File: src/rtl/led_page_scheduler_pkg.sv
// Shared state encoding, bank geometry and page slicing for the LED page scheduler.
package led_pkg;

    localparam int LEDW  = 10;
    localparam int DW    = 32;
    localparam int NPAGE = (DW + LEDW - 1) / LEDW;
    localparam int PAGEW = 2;

    typedef enum logic [1:0] {
        IDLE,
        GRANT,
        SHOW,
        DONE
    } state_t;

    // Bits above the word's MSB read as zero on the last page.
    function automatic logic [LEDW-1:0] page_slice(input logic [DW-1:0]    word,
                                                   input logic [PAGEW-1:0] k);
        logic [NPAGE*LEDW-1:0] padded;
        padded = {{(NPAGE*LEDW-DW){1'b0}}, word};
        return padded[k*LEDW +: LEDW];
    endfunction

endpackage

File: src/rtl/led_page_scheduler_rr_arbiter.sv
// Combinational round-robin pick: first set request at or above ptr, wrapping.
module rr_arbiter #(
    parameter int NREQ = 4,
    parameter int PW   = $clog2(NREQ)
) (
    input  logic [NREQ-1:0] req,
    input  logic [PW-1:0]   rrPtr,
    output logic [NREQ-1:0] winner,
    output logic [PW-1:0]   winIdx,
    output logic            valid
);

    int scan;

    always_comb begin
        // NOTE: every output gets a default first so no path leaves a value held (no latch).
        winner = '0;
        winIdx = '0;
        valid  = 1'b0;
        scan   = 0;
        // Scan farthest-to-nearest so the requester nearest rrPtr is written last and wins.
        for (int i = NREQ - 1; i >= 0; i--) begin
            scan = (int'(rrPtr) + i) % NREQ;
            if (req[PW'(scan)]) begin
                winner            = '0;
                winner[PW'(scan)] = 1'b1;
                winIdx            = PW'(scan);
                valid             = 1'b1;
            end
        end
    end

endmodule

File: src/rtl/led_page_scheduler.sv
// Time-shares the LED bank between requesters, showing each granted word as paged slices.
// Optional LED_PAGE_IDX_EN adds the pageIdx output.
module led_page_scheduler
    import led_pkg::*;
#(
    parameter int NREQ  = 4,
    parameter int DW    = led_pkg::DW,
    parameter int LEDW  = led_pkg::LEDW,
    parameter int DWELL = 50000000
) (
    input  logic             clk,
    input  logic             resetn,
    input  logic [NREQ-1:0]  req,
    input  logic [NREQ*DW-1:0] reqData,
    output logic [NREQ-1:0]  gnt,
    output logic             busy,
    output logic [LEDW-1:0]  ledOut,
    output logic             done
`ifdef LED_PAGE_IDX_EN
    ,
    output logic [1:0]       pageIdx
`endif
);

    localparam int PW  = $clog2(NREQ);
    localparam int DCW = $clog2(DWELL + 1);
    localparam logic [DCW-1:0]   DWELL_LAST = DCW'(DWELL - 1);
    localparam logic [PAGEW-1:0] PAGE_LAST  = PAGEW'(NPAGE - 1);

    state_t            state;
    state_t            state_next;
    logic [PW-1:0]     rr_ptr;
    logic [PW-1:0]     win_idx;
    logic [NREQ-1:0]   win_oh;
    logic [PW-1:0]     pick_idx;
    logic [NREQ-1:0]   pick_oh;
    logic              pick_valid;
    logic [DW-1:0]     shadow;
    logic [PAGEW-1:0]  page;
    logic [DCW-1:0]    dwell;

    rr_arbiter #(.NREQ(NREQ), .PW(PW)) u_arb (
        .req    (req),
        .rrPtr  (rr_ptr),
        .winner (pick_oh),
        .winIdx (pick_idx),
        .valid  (pick_valid)
    );

    always_ff @(posedge clk) begin
        // NOTE: state registers use non-blocking assignments so every flop samples pre-edge values.
        if (!resetn) begin
            state   <= IDLE;
            rr_ptr  <= '0;
            // NOTE: the shadow word is cleared as well, so a stale word can never reappear on the bank.
            shadow  <= '0;
            page    <= '0;
            dwell   <= '0;
            win_idx <= '0;
            win_oh  <= '0;
        end else begin
            state <= state_next;
            case (state)
                IDLE: begin
                    if (pick_valid) begin
                        win_idx <= pick_idx;
                        win_oh  <= pick_oh;
                    end
                end
                GRANT: begin
                    shadow <= reqData[win_idx*DW +: DW];
                    rr_ptr <= (int'(win_idx) == NREQ - 1) ? '0 : win_idx + 1'b1;
                    page   <= '0;
                    dwell  <= '0;
                end
                SHOW: begin
                    if (dwell == DWELL_LAST) begin
                        dwell <= '0;
                        page  <= page + 1'b1;
                    end else begin
                        dwell <= dwell + 1'b1;
                    end
                end
                default: ;
            endcase
        end
    end

    always_comb begin
        state_next = state;
        gnt        = '0;
        busy       = 1'b0;
        ledOut     = '0;
        done       = 1'b0;
`ifdef LED_PAGE_IDX_EN
        pageIdx    = '0;
`endif
        case (state)
            IDLE: begin
                if (pick_valid) state_next = GRANT;
            end
            GRANT: begin
                gnt        = win_oh;
                busy       = 1'b1;
                state_next = SHOW;
            end
            SHOW: begin
                busy   = 1'b1;
                ledOut = page_slice(shadow, page);
`ifdef LED_PAGE_IDX_EN
                pageIdx = page;
`endif
                if (page == PAGE_LAST && dwell == DWELL_LAST) state_next = DONE;
            end
            DONE: begin
                busy       = 1'b1;
                done       = 1'b1;
                state_next = IDLE;
            end
            default: state_next = IDLE;
        endcase
    end

endmodule

File: config.mk
export PLATFORM = sky130hd
export DESIGN_NAME = led_page_scheduler
export DESIGN_NICKNAME = d
export VERILOG_FILES = /design/src/rtl/led_page_scheduler_pkg.sv /design/src/rtl/led_page_scheduler_rr_arbiter.sv /design/src/rtl/led_page_scheduler.sv
export SDC_FILE = /design/constraint.sdc
export NUM_CORES = 1
export LEC_CHECK = 0
export CORE_MARGIN = 2
export CORE_UTILIZATION = 25
export DETAILED_ROUTE_END_ITERATION = 6
export PLACE_DENSITY_LB_ADDON = 0.2
export SLEW_MARGIN = 5
export SYNTH_ARGS = -nofsm -noshare
export SYNTH_HDL_FRONTEND = slang
export SYNTH_SLANG_ARGS = --single-unit
File: constraint.sdc
create_clock -name clk -period 2.8 [get_ports clk]
set_input_delay 0.56 -clock clk [delete_from_list [all_inputs] [get_ports clk]]
set_output_delay 0.56 -clock clk [all_outputs]
set_load 0.03 [all_outputs]
# After elaboration in Yosys (flattened, before gate mapping)
# Cells that the tools add are included.
[word_totals]
regBits = 70
input_bits = 134
[op_classes]
add_sub_neg = 6
multipliers = 1
magnitude_cmp = 8
n_eq_ne = 9
shifts = 2
mux = 44
n_reduce_logical = 11
[op_table]
columns = ["op", "n"]
rows = [
  ["$shiftx 128x8->32", 1],
  ["$pmux 26 s2", 1],
  ["$shiftx 40x7->10", 1],
  ["$add 26x1->26 const B", 1],
  ["$eq 26x26->1 const B", 1],
  ["$mux 26", 1],
  ["$mux 4", 5],
  ["$mux 1", 18],
  ["$lt 2x4->1 const B", 4],
  ["$mux 2", 8],
  ["$mux 10", 1],
  ["$bmux 1 s2", 4],
  ["$demux 1 s2", 4],
  ["$ge 2x1->1 const B", 4],
  ["$pmux 2 s4", 1],
  ["$add 2x1->2 const B", 3],
  ["$eq 2x2->1 const B", 3],
  ["$ne 2x2->1 const B", 3],
  ["$reduce_and 2->1", 3],
  ["$logic_and 1x1->1", 5],
  ["$mul 2x3->5 const B", 1],
  ["$add 2x2->2 const B", 2],
  ["$eq 2x1->1 const B", 2],
  ["$pmux 2 s2", 1],
  ["other kinds (3)", 3],
]

# Depth between registers and ports, before layout
[depth]
word_depth = 10
mapped_depth = 9
ltp_nobuf = 7

# Cells and area by module
# Synthesis repeated with hierarchy kept, for this count alone.
[unflattened]
cells_unflattened = 482
area_unflattened_um2 = 4654.5
[modules_own_cells]
columns = ["mod", "n_inst", "cells_per_inst", "area_per_inst_um2", "seq_area_each_um2"]
rows = [
  ["led_page_scheduler", 1, 405, 4057.6, 1401.3],
  ["rr_arbiter", 1, 77, 596.8, 0.0],
]

# Worst setup path after synthesis
# OpenSTA, ideal clock, no wires.
[synth_path]
path_type = "register to register"
from = "register rr_ptr[1]"
to = "register win_idx[0]"
arrival_ps = 2417
t_required_ps = 2730
path_slack_ps = 313
path_stages_with_launch = 9
path_buffers = 2
period_less_slack_ps = 2487
path_cell_list = "dfxtp_1 -> clkbuf_1 -> inv_1 -> ha_1 -> clkbuf_1 -> mux4_2 -> and3_1 -> or4_1 -> a21boi_1"
[synth_via]
elab_chain_cells = 9
elab_cells_between_ends = 24
cone_classes = "3 x add/sub; 20 x mux; 1 x reduce/logical"
[synth_rtl]
columns = ["element", "line", "rtl"]
rows = [
  ["start, declared", "led_page_scheduler.sv:32", "logic [PW-1:0] rr_ptr;"],
  ["start signal, assigned", "led_page_scheduler.sv:72", "rr_ptr <= (int'(win_idx) == NREQ - 1) ? '0 : win_idx + 1'b1;"],
  ["$add 2x2->2", "led_page_scheduler_rr_arbiter.sv:23", "scan = (int'(rrPtr) + i) % NREQ;"],
  ["$bmux 1 s2", "led_page_scheduler_rr_arbiter.sv:24", "if (req[PW'(scan)]) begin"],
  ["$mux 1 (implied by the code) (2 in series)", "led_page_scheduler_rr_arbiter.sv:24", ""],
  ["$mux 1 (4 in series)", "led_page_scheduler_rr_arbiter.sv:24", ""],
  ["$reduce_and 2->1 (no source line)", "n/a", ""],
  ["end signal, assigned", "led_page_scheduler.sv:66", "win_idx <= pick_idx;"],
  ["end, declared", "led_page_scheduler.sv:33", "logic [PW-1:0] win_idx;"],
]
# Several ways; a longest one is shown, not always the timed one. The select of a mux whose other input is x is not followed.
# A chain may end at the register's enable or synchronous reset.

# Worst setup path after layout
[layout_path]
from = "register page[1]"
to = "output ledOut[1]"
[layout_via]
elab_chain_cells = 3
[layout_rtl]
columns = ["element", "line", "rtl"]
rows = [
  ["start, declared", "led_page_scheduler.sv:39", "logic [PAGEW-1:0] page;"],
  ["start signal, assigned", "led_page_scheduler.sv:79", "page <= page + 1'b1;"],
  ["$mul 2x3->5", "led_page_scheduler_pkg.sv:21", "return padded[k*LEDW +: LEDW];"],
  ["$shiftx 40x7->10", "led_page_scheduler_pkg.sv:21", ""],
  ["$mux 10", "led_page_scheduler.sv:98", "case (state)"],
  ["end, declared", "led_page_scheduler.sv:17", "output logic [LEDW-1:0] ledOut,"],
]
# Every way passes these cells.

==> impl_metrics.yaml <==
power_and_ir_drop:
  power.density_nw_per_um2: 696
  power.net_switching_mw: 1.64
  p_sw_share_pct: 35.2
  pwr-share-comb_pct: 44.4
  p_leak_nw: 2.41
  seqPwrFrac_pct: 28.9
  intPower_mw: 3.02
  p_clk_share_pct: 26.7
  irDropWorstVdd_mv: 0.432
sta:
  final_hold_viol_count: 0
  post-route-period-util_pct: 95.7
  maxSlewViolCount: 0
  max-slew-margin-rel_pct: 56.6
  fmax_mhz: 373
  fin_worst_skew_ps: 7.89
  tns_ps: 0
  setup_viol: 0
  period_minus_slack_ps: 2680
  worstMarginPinSlew_ps: 645
  rsz0062_at_grt: "false"
yosys:
  syn_inst: 465
  yosys-top-cells-area: "dfxtp_1 (31%), mux4_2 (17%), mux2i_1 (10%)"
  ys_ff_latch: 70
  syn_nets: 615
  synth.top_cell.area_share_pct: 30.8
  synth_cell_types: 48
  yosys_warnings: 0
  yosys.area.top_type: "dfxtp_1"
  synth_area_per_cell_um2: 9.78
  syn-cell-area_um2: 4550
  synthArstFlopShare_pct: 0
  synthFlopType: "dfxtp_1"
  ys_seq_area_share_pct: 30.8
  synth_edf_count: 0
cts:
  cts_hold_buf: 0
  cts_sinks: 70
  cts_tree: "built"
  clk_pin_slew_ps: 60
  clock_latency_ps: 340
  cts_buffer_depth: 2
  cts_root_buf: "clkbuf_16"
  cts_inserted_buffers: 9
  cts_max_level: 3
  postCtsSetupRepairBufs: 0
routing:
  avgRoutedWirePerCell_um: 16.0
  drt-total-wl_um: 13600
  drtAntennaViolNets: 0
  dr_total_vias: 4064
  drcViolationCount: 0
  dr.pass1.iters: 4
  first_iter_violations: 132
  vias_per_cell: 4.79
critical_path:
  max_stage_delay_ps: 600
  worstSetupEndpointType: "output pin"
  critical_path_class: "register to output pin"
  worst_setup_path_start_kind: "register"
  worst-path-max-fanout: 9
  crit_chain: "mux4_2 > and2_1 > clkdlybuf4s50_1"
  cp_slowest_cell: "clkdlybuf4s50_1"
  required_ps: 2240
  crit_arrival_ps: 2120
floorplan:
  die_w_um: 139
  die_h_um: 139
  io_pins: 150
  core-area_um2: 17900
  die_area_um2: 19300
  rows: 49
  initial_core_util_pct: 25.4
grt:
  grt_pass1_vias: 4222
  grt_pass1_wl_um: 22000
  antenna_found_initial: 0
  groute.usage.overall_pct: 14.3
  grt.overflow.total: 0
  grt_max_degree: 36
finish:
  final_nets: 765
  fillers: 1814
  antenna_cells: 0
  area.growth.synth_to_final_pct: 47.2
  finalInstanceArea_um2: 6690
  final-instance-count-excl-fill: 849
  drive_above_1_share_pct: 13.2
place:
  gp_congestion: 0.786
  dp.cells: 833
  port_buffers: 149
  dpl_cell_area_um2: 6360
  dp_hpwl_um: 10800
hold_path:
  hp-class: "register to register"
status:
  status: "completed"
job:
  maxCapViolCount: 0
power by group through the flow:
stage	sequential [mW]	clock (mW)	combinational, mW
final	1.35	1.24	2.07
after global routing	1.37	1.31	2.28
after CTS	1.35	1.27	2.11
after detailed placement	1.37	0	2.10
after global placement	1.37	0	2.06
after floorplan	1.29	0	1.46
final timing paths:
check	from	end	slack, ps	cells past startpoint
worst max-delay path	page[1]	ledOut[1]	120	3
worst min register to register	win_oh[1]	win_oh[1]	480	2
worst max register to register	rr_ptr[0]	win_idx[0]	580	6
worst min-delay path	win_oh[1]	win_oh[1]	480	2
critical path, delay by kind of cell (launching register included):
family / cells / cell delay (ps)
buf+inv: 1 / 600
mux: 1 / 520
flops: 1 / 480
simple gates: 1 / 180
cell type report:
class,count,area [um^2],share of cell area [%]
Multi-Input combinational cell,358,3000,44.8
Sequential cell,70,1410,21.0
Tap cell,229,287,4.28
Timing Repair Buffer,169,1660,24.7
Inverter,7,26.3,0.393
Clock inverter,7,97.6,1.46
Clock buffer,9,225,3.36
cell usage after synthesis, types with 12 or more instances:
master and number:
a21oi_1 12, clkbuf_1 19, dfxtp_1 70, ha_1 16, mux2i_1 47, mux4_2 35
nand2_1 27, nand3_1 26, nor2_1 50, nor2b_1 40, o21ai_0 13, xor2_1 15
state kept, by name, summed over array words and instances (netlist names):
name	cells
page	2
dwell	26
shadow	32
state	2
win_idx	2
win_oh	4
rr_ptr	2
repair_timing:
action | in CTS | in global routing
gates resized for setup | 5 | 5
endpoints found under the setup margin | 5 | 5
pin swaps | 0 | 0
gates cloned | 0 | 0
layer usage:
layer	track usage (%)	up-vias	wire length, um	share of wire, %
met1	18.5	1924	6260	46
met2	23.3	110	6450	47
met3	3.18	22	656	4.8
met5	0	-	0	0
met4	5.32	0	250	1.8
li1	-	2008	-	-
cells by family (layout without fill, tap and decap cells):
group / after synthesis / count (layout) / synth area share, %
AO/OA/AOI/OAI: 46 / 46 / 6.38
adder cells (fa/ha/maj): 16 / 16 / 4.40
AND/OR/NAND/NOR: 190 / 190 / 21.8
flip-flops: 70 / 70 / 30.8
XOR/XNOR: 20 / 20 / 3.85
buffers and inverters: 37 / 192 / 3.41
multiplexers: 86 / 86 / 29.3
cell usage in the layout (no fill, tap or decap), types with 15 or more instances in the layout:
cell / Yosys / layout
mux2i_1: 47 / 47
clkdlybuf4s50_1: 0 / 142
nand3_1: 26 / 26
mux4_2: 35 / 35
buf_4: 0 / 19
dfxtp_1: 70 / 67
nor2b_1: 40 / 40
nand2_1: 27 / 27
nor2_1: 50 / 50
xor2_1: 15 / 15
stage by stage:
stage | hold WS, ps | total power [mW] | setup slack, ps | util [%]
2_1_floorplan | 436 | 2.76 | 313 | -
3_3_place_gp | 464 | 3.43 | 307 | 35.5
3_5_place_dp | 470 | 3.47 | 234 | 35.5
4_1_cts | 484 | 4.73 | 3.17 | 37.3
5_1_grt | 537 | 4.96 | 31.3 | 37.4
6_report | 478 | 4.66 | 120 | 37.4
Note: power is estimated with default switching activity, not from simulation.
